**config.mk**
```make
export PLATFORM = sky130hd
export DESIGN_NAME = case_eqv_seq
export DESIGN_NICKNAME = d
export VERILOG_FILES = /design/src/rtl/case_eqv_pkg.sv /design/src/rtl/case_eqv_cmp.sv /design/src/rtl/case_eqv_seq.sv
export SDC_FILE = /design/constraint.sdc
export NUM_CORES = 1
export LEC_CHECK = 0
export BUFFER_PORTS_ARGS = -buffer_cell sky130_fd_sc_hd__clkbuf_2
export CAP_MARGIN = 20
export CORE_MARGIN = 3
export CORE_UTILIZATION = 40
export DETAILED_ROUTE_END_ITERATION = 6
export SYNTH_ARGS = -nofsm -noshare
export SYNTH_HDL_FRONTEND = slang
export SYNTH_SLANG_ARGS = --single-unit
```
**constraint.sdc**
```tcl
create_clock -name clk -period 1.8 [get_ports clk]
set_clock_uncertainty 0.05 [all_clocks]
set_input_delay 0.36 -clock clk [delete_from_list [all_inputs] [get_ports clk]]
set_output_delay 0.36 -clock clk [all_outputs]
set_load 0.1 [all_outputs]
```
**src/rtl/case_eqv_pkg.sv**
```systemverilog
// Shared types and defaults for the sequential equivalence sweeper.
// The optional macro CASE_EQV_STOP_ON_FAIL_EN ends a sweep at its first mismatch.
package case_eqv_pkg;

    localparam int CASE_N_IN  = 10;
    localparam int CASE_N_OUT = 5;

    typedef enum logic [1:0] {
        IDLE  = 2'd0,
        SWEEP = 2'd1,
        DONE  = 2'd2
    } state_t;

endpackage

```
**src/rtl/case_eqv_cmp.sv**
```systemverilog
// Compares golden and revised responses for one vector per cycle.
// Counts mismatches and keeps the first failing vector and its diff.
module case_eqv_cmp
    import case_eqv_pkg::*;
#(
    parameter int N_IN  = CASE_N_IN,
    parameter int N_OUT = CASE_N_OUT
) (
    input  logic             clk,
    input  logic             rst,
    input  logic             clr_i,
    input  logic             en_i,
    input  logic [N_IN-1:0]  vec_i,
    input  logic [N_OUT-1:0] gold_i,
    input  logic [N_OUT-1:0] rev_i,
    output logic             mismatch_o,
    output logic [N_IN:0]    fail_cnt_o,
    output logic [N_IN-1:0]  first_fail_vec_o,
    output logic             first_fail_vld_o,
    output logic [N_OUT-1:0] fail_diff_o
);

    logic [N_OUT-1:0] diff;

    // Single-cycle combinational compare of the current vector
    always_comb begin
        diff       = gold_i ^ rev_i;
        mismatch_o = |diff;
    end

    // Mismatch counter and first-fail capture, cleared on sweep start
    always_ff @(posedge clk) begin
        if (rst || clr_i) begin
            fail_cnt_o       <= '0;
            first_fail_vec_o <= '0;
            first_fail_vld_o <= 1'b0;
            fail_diff_o      <= '0;
        end else if (en_i && mismatch_o) begin
            fail_cnt_o <= fail_cnt_o + 1'b1;
            if (!first_fail_vld_o) begin
                first_fail_vec_o <= vec_i;
                first_fail_vld_o <= 1'b1;
                fail_diff_o      <= diff;
            end
        end
    end

endmodule

```
**src/rtl/case_eqv_seq.sv**
```systemverilog
// Exhaustive stimulus sweeper comparing two netlists vector by vector.
// Define CASE_EQV_STOP_ON_FAIL_EN to finish the sweep at the first mismatch.
module case_eqv_seq
    import case_eqv_pkg::*;
#(
    parameter int N_IN  = CASE_N_IN,
    parameter int N_OUT = CASE_N_OUT
) (
    input  logic             clk,
    input  logic             rst,
    input  logic             start_i,
    output logic [N_IN-1:0]  vec_o,
    input  logic [N_OUT-1:0] gold_i,
    input  logic [N_OUT-1:0] rev_i,
    output logic             busy_o,
    output logic             done_o,
    output logic             pass_o,
    output logic [N_IN:0]    fail_cnt_o,
    output logic [N_IN-1:0]  first_fail_vec_o,
    output logic             first_fail_vld_o,
    output logic [N_OUT-1:0] fail_diff_o
);

    state_t state, state_nxt;
    logic   mismatch;
    logic   last_vec;
    logic   stop_hit;
    logic   start_ok;
    logic   sweep_en;

    assign last_vec = &vec_o;

`ifdef CASE_EQV_STOP_ON_FAIL_EN
    assign stop_hit = mismatch;
`else
    assign stop_hit = 1'b0;
`endif

    // State register
    always_ff @(posedge clk) begin
        if (rst) state <= IDLE;
        else     state <= state_nxt;
    end

    // Next-state logic
    always_comb begin
        state_nxt = state;
        unique case (state)
            IDLE:    if (start_i) state_nxt = SWEEP;
            SWEEP:   if (last_vec || stop_hit) state_nxt = DONE;
            DONE:    if (start_i) state_nxt = SWEEP;
            default: state_nxt = IDLE;
        endcase
    end

    // State-decoded outputs and datapath controls
    always_comb begin
        busy_o   = (state == SWEEP);
        done_o   = (state == DONE);
        pass_o   = done_o && (fail_cnt_o == '0);
        sweep_en = busy_o;
        start_ok = start_i && (state == IDLE || state == DONE);
    end

    // Stimulus counter: cleared on start, stepped each sweep cycle
    always_ff @(posedge clk) begin
        if (rst || start_ok)
            vec_o <= '0;
        else if (sweep_en && !last_vec && !stop_hit)
            vec_o <= vec_o + 1'b1;
    end

    case_eqv_cmp #(
        .N_IN  (N_IN),
        .N_OUT (N_OUT)
    ) u_cmp (
        .clk              (clk),
        .rst              (rst),
        .clr_i            (start_ok),
        .en_i             (sweep_en),
        .vec_i            (vec_o),
        .gold_i           (gold_i),
        .rev_i            (rev_i),
        .mismatch_o       (mismatch),
        .fail_cnt_o       (fail_cnt_o),
        .first_fail_vec_o (first_fail_vec_o),
        .first_fail_vld_o (first_fail_vld_o),
        .fail_diff_o      (fail_diff_o)
    );

endmodule

```
* Word-level counts from Yosys, hierarchy flattened
Index checks and enable logic that the tools add are counted.
** Operators by class
- Add/subtract/negate cells :: 2
- Equal/unequal tests :: 4
- Multiplexer cells :: 3
- Bitwise operators :: 2
- Reductions and logical operators :: 14
** Operators by type and width (number)
- adder 11 x 1 -> 11 bit (second input constant) :: 1
- logical NOT 11 bit :: 1
- adder 10 x 1 -> 10 bit (second input constant) :: 1
- AND reduction 10 bit :: 1
- OR reduction 5 bit :: 1
- bitwise XOR 5 bit :: 1
- logical AND 1 bit :: 4
- two-way mux 2 bit :: 2
- one-hot mux 2 bit (2 select lines) :: 1
- AND reduction 2 bit :: 2
- == test 2 x 1 -> 1 bit (second input constant) :: 1
- == test 2 bit (second input constant) :: 1
- logical NOT 2 bit :: 1
- logical OR 1 bit :: 2
- inequality test 2 x 1 -> 1 bit (second input constant) :: 1
- inequality test 2 bit (second input constant) :: 1
- OR reduction 2 bit :: 1
- logical NOT 1 bit :: 1
- NOT 1 bit :: 1
** Storage, ports and cells
- Flip-flop bits (word level) :: 39
- Output and inout bits :: 40

* Logic depth before layout (Yosys ltp)
Gate-level depths: netlist of the first run.
- Depth after elaboration :: 4
- Depth in mapped cells :: 7
- Gate-level depth less buffers :: 5

* Cells and area by module
A second synthesis of the first run with hierarchy kept.
** Second synthesis, totals
- Cell total of the unflattened synthesis :: 236
- Area, all modules :: 2025.7 um^2
** Modules (own cells, without submodules)
- case_eqv_cmp :: instances 1, cells an instance 160, area an instance 1387.6 um^2, sequential area each 540.5 um^2
- case_eqv_seq :: instances 1, cells an instance 76, area an instance 638.1 um^2, sequential area each 240.2 um^2

* Worst setup path after synthesis of the first run
OpenSTA, ideal clock, no wires.
- Path type :: register to output
- Start :: register state[1]
- End :: output port pass_o
- Arrival time :: 2.762 ns
- Required time :: 1.390 ns
- Slack :: -1.372 ns
- Cell stages (with the launch flop) :: 3
- Buffers on the path :: 0
- Path through :: dfxtp_1 -> nor2b_1 -> and4_1
** Between the ends
- Cells in the longest elaborated chain, start to end :: 2
** Ends and longest elaborated chain
- from (decl) :: line case_eqv_seq.sv:24 : state_t state, state_nxt;
- from (signal assigned) :: line case_eqv_seq.sv:42 : else state <= state_nxt;
- == test 2 bit :: line case_eqv_seq.sv:59 : done_o = (state == DONE);
- net done_o :: line case_eqv_seq.sv:16 : output logic done_o,
- logical AND 1 bit :: line case_eqv_seq.sv:60 : pass_o = done_o && (fail_cnt_o == '0);
- to (decl) :: line case_eqv_seq.sv:17 : output logic pass_o,
The timed path passes the listed nets, and every way through them passes these cells.

* Final worst setup path of the first run
- Start :: register u_cmp.fail_cnt_o[6]
- End :: output port pass_o
** Between the ends
- Cells in the longest elaborated chain, start to end :: 2
** Ends and longest elaborated chain
- from (decl) :: line case_eqv_cmp.sv:17 : output logic [N_IN:0] fail_cnt_o,
- from (signal assigned) :: line case_eqv_cmp.sv:39 : fail_cnt_o <= fail_cnt_o + 1'b1;
- logical NOT 11 bit :: line case_eqv_seq.sv:60
- logical AND 1 bit :: line case_eqv_seq.sv:60
No other way between the ends.

==> results of run 1 <==
## logic make-up after synthesis
family / Yosys count
AND/OR/NAND/NOR: 102
AO/OA/AOI/OAI: 42
flip-flops: 39
buffers and inverters: 18
multiplexers: 18
XOR/XNOR: 8
adder cells (fa/ha/maj): 3
## what timing repair did
action                     in CTS  in global routing
buffers inserted                2                  1
hold endpoints to repair        0                  0
gates resized for setup         8                  4
setup endpoints to repair       1                  1
pin swaps                       2                  2
## how the worst max path moves through the flow
stage / end / slack, ns / depth (start not counted)
final: pass_o / 0.01 / 3
after global routing: pass_o / -0.04 / 3
after CTS: pass_o / 0.008 / 3
after detailed placement: u_cmp.fail_cnt_o[6] / 0.15 / 6
after global placement: u_cmp.fail_cnt_o[6] / 0.17 / 6
after floorplan: pass_o / -0.18 / 2
## layout make-up
type / instances / area share
clock inverters: 3 / 0.00763
well taps: 67 / 0.0320
flip-flops and latches: 39 / 0.315
clock buffers: 5 / 0.0262
repair buffers: 65 / 0.158
inverters: 7 / 0.0148
multi-input cells: 173 / 0.446
## Yosys cell counts (2+ instances only)
cell	n	share of area
nand2_1	43	0.080
dfxtp_1	39	0.39
mux2i_1	18	0.089
a21oi_1	15	0.037
nor2_1	10	0.019
nand3_1	8	0.020
o21ai_0	8	0.020
nand4_1	7	0.022
or3_1	7	0.022
inv_1	6	0.011
clkbuf_1	5	0.0093
xor2_1	5	0.022
and2_1	4	0.012
and3_1	4	0.012
nand2b_1	4	0.012
a2111o_1	3	0.017
buf_6	3	0.017
ha_1	3	0.019
nor2b_1	3	0.0093
nor4_1	3	0.0093
o211ai_1	3	0.011
or4_1	3	0.011
xnor2_1	3	0.013
buf_2	2	0.0050
o2111ai_1	2	0.0087
o22ai_1	2	0.0062
o31ai_1	2	0.0075
## power breakdown
group / internal, uW / switching (uW) / leakage [uW]
Combinational: 107 / 234 / 0.000666
Sequential: 864 / 10.9 / 0.000327
Clock: 270 / 323 / 0.0000402
## sequential cells by signal, summed over array words and instances, names as in the netlist
name / count
u_cmp.first_fail_vld_o: 1
state: 2
u_cmp.fail_diff_o: 5
u_cmp.first_fail_vec_o: 10
vec_o: 10
u_cmp.fail_cnt_o: 11
## routing by layer
metal  routed length, um  vias up  GRT usage
met2                2090       46      0.262
met1                2240      833      0.212
met3                 216        8     0.0399
li1                    -      946          -
met4                  74        0     0.0598
met5                   0        -          0
## critical path, cell delays in order, from the launching register on
cell	delay, ns
dfxtp_2	0.36
nor4_2	0.29
and4_4	0.26
buf_12	0.17
## stage by stage
step,total power (uW),hold WS (ns)
after floorplan,1150,0.379
after CTS,1840,0.301
final,1810,0.309
after global placement,1240,0.396
after detailed placement,1240,0.399
after global routing,1900,0.311
==> results_dict.tcl, run 1 <==
set metrics [dict create \
    synth_nets 246 \
    clk_pin_slew_ns 0.08 \
    die_x_um 77.0 \
    holdPathStages 3 \
    layout.cells.non_filler 359 \
    post-place-ws_ns 0.154 \
    syn_area_sq_mm 0.00201 \
    cts_hold_buf 0 \
    cts_tree "built" \
    rsz0062_at_grt "true" \
    dp_hpwl_um 3440 \
    clock_path_buffers 2 \
    dr.pass1.iters 4 \
    grt_max_degree 34 \
    ys.flop_type "dfxtp_1" \
    fillCellCount 468 \
    gr-total-overflow 0 \
    grt_pass1_wl_um 7960 \
    synth_edf_count 0 \
    status "complete, no violations" \
    cp.arrival_ns 1.38 \
    synth_compound_area_frac 0.153 \
    gp_congestion 0.731 \
    crit_path_end_kind "primary output" \
    fp-row-count 25 \
    synth_fa_ha_area_frac 0.0186 \
    drt_iter0_markers 145 \
    hold_viol 0 \
    synthArstFlopShare 0 \
    drive_above_1_share 0.363 \
    core_sq_mm 0.00479 \
    synth_top_family_by_area "simple AND/OR/NAND/NOR gates" \
    synthMuxAreaShare 0.0894 \
    ys_warn_count 0 \
    via_count 1833 \
    detail-route-antenna-nets 0 \
    final_common_cell "clkbuf_2" \
    worstPathMaxFanout 7 \
    hp-class "primary input to flip-flop" \
    r2r_start "vec_o[0]" \
    synth_xor_area_frac 0.0348 \
    critical_path_class "flip-flop to primary output" \
    gr-usage-all-layers 0.163 \
    reg2reg_to "vec_o[9]" \
    viasPerCell 5.11 \
    ys_types 42 \
    worst_slew_pin_slew_ns 0.552 \
    period_share 0.992 \
    final.min_clock_period_ns 1.79 \
    p_leak_uw 0.00103 \
    placed_area_sq_mm 0.00246 \
    synth-seq-area-share 0.388 \
    ioPinCount 53 \
    min-delay-start "start_i" \
    synthSimpleGateAreaFrac 0.262 \
    clock_latency_ns 0.29 \
    setup_violations 0 \
    grt_pass1_vias 1707 \
    final_cell_mix "49 x clkbuf_2, 43 x nand2_1, 21 x dfxtp_1, 18 x mux2i_1, 15 x a21oi_1" \
    dieArea_sq_mm 0.00592 \
    final_core_util 0.548 \
    route.detailed.drc 0 \
    ir_drop_mv 0.347 \
    postSynthCellCount 230 \
    cts.sink_count 39 \
    startpoint_type "flip-flop" \
    p_per_area_mw_per_mm2 689 \
    yosys_register_bits 39 \
    n_antenna_cell 0 \
    slew_violations 0 \
    area_delta_synth_final_pct 30.2 \
    fin_area_sq_mm 0.00262 \
    timing.fmax_mhz 560 \
    wl_per_cell_um 12.9 \
    syn_area_per_cell_sq_um 8.76 \
    drv_cap 0 \
    cts.htree.levels 2 \
    setup_tns_ns 0 \
    regArea_sq_um 826 \
    final.setup.worst_slack_ns 0.0142 \
    port_buffers 52 \
    cts_made_buffers 5 \
    antenna_found_initial 0 \
    rr_worst_depth 5 \
    die_h_um 77.0 \
    fin_nets 307 \
    numPlacedInstances 348 \
    maxSlewHeadroom 0.634 \
    start_util 0.421 \
    crit_required_ns 1.39 \
    clockRootBuffer "clkbuf_8" \
    multiInputGateArea_sq_mm 0.00117 \
    r2r_slack_ns 0.15 \
    min_to "state[0]" \
    routed_wl_um 4620 \
    critPathLaunch "u_cmp.fail_cnt_o[6]" \
]
(Power assumes the default switching activity.)
==> run 2, diff against run 1 <==
--- a/config.mk
+++ b/config.mk
@@ -8,8 +8,9 @@
 export BUFFER_PORTS_ARGS = -buffer_cell sky130_fd_sc_hd__clkbuf_2
 export CAP_MARGIN = 20
 export CORE_MARGIN = 3
-export CORE_UTILIZATION = 40
+export CORE_UTILIZATION = 50
 export DETAILED_ROUTE_END_ITERATION = 6
+export PLACE_DENSITY = 0.76
 export SYNTH_ARGS = -nofsm -noshare
 export SYNTH_HDL_FRONTEND = slang
 export SYNTH_SLANG_ARGS = --single-unit
==> run 2 against run 1 <==
Fmax rose by 1.1%; total power rose by 0.41%; sequential share of layout area rose by 0.39 points; utilization rose by 14 points; register-to-register slack improved by 0.02 ns; routed wire length fell by 3.4%; flip-flop and latch count did not move; first-iteration DRC count fell by 5.5%; worst setup slack improved by 0.019 ns; critical path type unchanged; via count rose by 3.0%; die area fell by 19%.
==> results_dict.tcl, run 2 (synthesized netlist as in run 1, its figures left out) <==
set metrics [dict create \
    status "complete, no violations" \
    p_per_area_mw_per_mm2 703 \
    hp-class "primary input to flip-flop" \
    final.min_clock_period_ns 1.77 \
    clock_path_buffers 2 \
    timing.fmax_mhz 566 \
    core_sq_mm 0.00377 \
    gr-total-overflow 0 \
    cts.htree.levels 2 \
    ir_drop_mv 0.399 \
    hold_viol 0 \
    r2r_start "vec_o[0]" \
    rsz0062_at_grt "true" \
    grt_pass1_vias 1718 \
    worstPathCellList "nor4_2, and4_4, buf_12" \
    placed_area_sq_mm 0.00243 \
    worstPathMaxFanout 7 \
    reg2reg_to "vec_o[9]" \
    startpoint_type "flip-flop" \
    slew_violations 0 \
    rr_worst_depth 5 \
    critical_path_class "flip-flop to primary output" \
    p_leak_uw 0.00104 \
    die_h_um 69.5 \
    final_cell_mix "50 x clkbuf_2, 43 x nand2_1, 21 x dfxtp_1, 18 x mux2i_1, 15 x a21oi_1" \
    cts_made_buffers 5 \
    top_register "u_cmp.fail_cnt_o" \
    port_buffers 52 \
    gr-usage-all-layers 0.189 \
    wl_per_cell_um 13.2 \
    ioPinCount 53 \
    report.power.total_uw 1820 \
    antenna_found_initial 0 \
    setup_violations 0 \
    largest_register_ffs 11 \
    clockRootBuffer "clkbuf_8" \
    via_count 1888 \
    grt_max_degree 35 \
    slowest_stage "dfxtp_2" \
    setup_tns_ns 0 \
    area_delta_synth_final_pct 28.3 \
    period_share 0.981 \
    start_util 0.534 \
    drv_cap 0 \
    dp_hpwl_um 3360 \
    crit_required_ns 1.39 \
    gp_congestion 0.775 \
    clock_latency_ns 0.29 \
    fp-row-count 22 \
    dr.pass1.iters 4 \
    cp.arrival_ns 1.36 \
    post-place-ws_ns 0.142 \
    top_regs "u_cmp.fail_cnt_o: 11 flops, u_cmp.first_fail_vec_o: 10 flops, vec_o: 10 flops" \
    worst_slew_pin_slew_ns 0.549 \
    grt_pass1_wl_um 7480 \
    cts_hold_buf 0 \
    dieArea_sq_mm 0.00483 \
    crit_path_end_kind "primary output" \
    maxSlewHeadroom 0.636 \
    min-delay-start "rst" \
    n_antenna_cell 0 \
    detail-route-antenna-nets 0 \
    cts.sink_count 39 \
    route.detailed.drc 0 \
    routed_wl_um 4460 \
    die_x_um 69.5 \
    r2r_slack_ns 0.17 \
    clk_pin_slew_ns 0.07 \
    drt_iter0_markers 137 \
    fin_area_sq_mm 0.00258 \
    fin_nets 306 \
    cts_tree "built" \
    viasPerCell 5.57 \
    holdPathStages 2 \
    cp_slowest_stage_delay_ns 0.36 \
    drive_above_1_share 0.357 \
    final.setup.worst_slack_ns 0.0336 \
    min_to "state[0]" \
    final_common_cell "clkbuf_2" \
]
-- run 2: per-layer routing --
| layer | share of wire | wire length, um | track usage |
|---|---|---|---|
| met4 | 0.011 | 51 | 0.0651 |
| met1 | 0.44 | 1970 | 0.226 |
| met3 | 0.041 | 183 | 0.0478 |
| met2 | 0.50 | 2250 | 0.328 |
| met5 | 0 | 0 | 0 |
-- run 2: how the worst max path moves through the flow --
stage,start,slack (ns),cells after the start,end
2_1_floorplan,u_cmp.fail_cnt_o[8],-0.18,2,pass_o
3_3_place_gp,rev_i[4],0.19,6,u_cmp.fail_cnt_o[6]
3_5_place_dp,rev_i[4],0.14,6,u_cmp.fail_cnt_o[6]
4_1_cts,u_cmp.fail_cnt_o[2],0.009,3,pass_o
5_1_grt,u_cmp.fail_cnt_o[5],-0.02,3,pass_o
6_report,u_cmp.fail_cnt_o[6],0.03,3,pass_o
-- run 2: layout make-up --
cell class              count  area, sq um
fillers                   289         1190
multi-input cells         173         1170
flip-flops and latches     39          823
repair buffers             64          405
clock buffers               7         86.3
well taps                  48         60.1
inverters                   7         38.8
clock inverters             1         3.75
-- run 2: stage by stage --
step / util / instances / hold WS, ns
detailed placement: 0.645 / 328 / 0.404
global route: 0.685 / 339 / 0.293
finish: 0.685 / 339 / 0.280
floorplan: - / 230 / 0.379
CTS: 0.678 / 338 / 0.270
global placement: 0.645 / 328 / 0.395
-- run 2: critical path, delay by kind of cell (launching register included) --
kind,cells,cell delay (ns)
AND/OR/NAND/NOR,2,0.54
flip-flops,1,0.36
buffers and inverters,1,0.17
-- run 2: what timing repair did --
item / 4_1_cts / 5_1_grt
gates resized for setup: 5 / 7
cloned: 0 / 0
pin swaps: 1 / 3
endpoints found under the hold margin: 0 / 0
setup endpoints to repair: 1 / 1
buffers inserted: 2 / 1
-- run 2: power by group --
group          internal (uW)  switching [uW]  total (uW)  leakage (uW)
clock network            307             294         602     0.0000459
logic                    106             231         337      0.000666
registers                866            11.7         878      0.000327
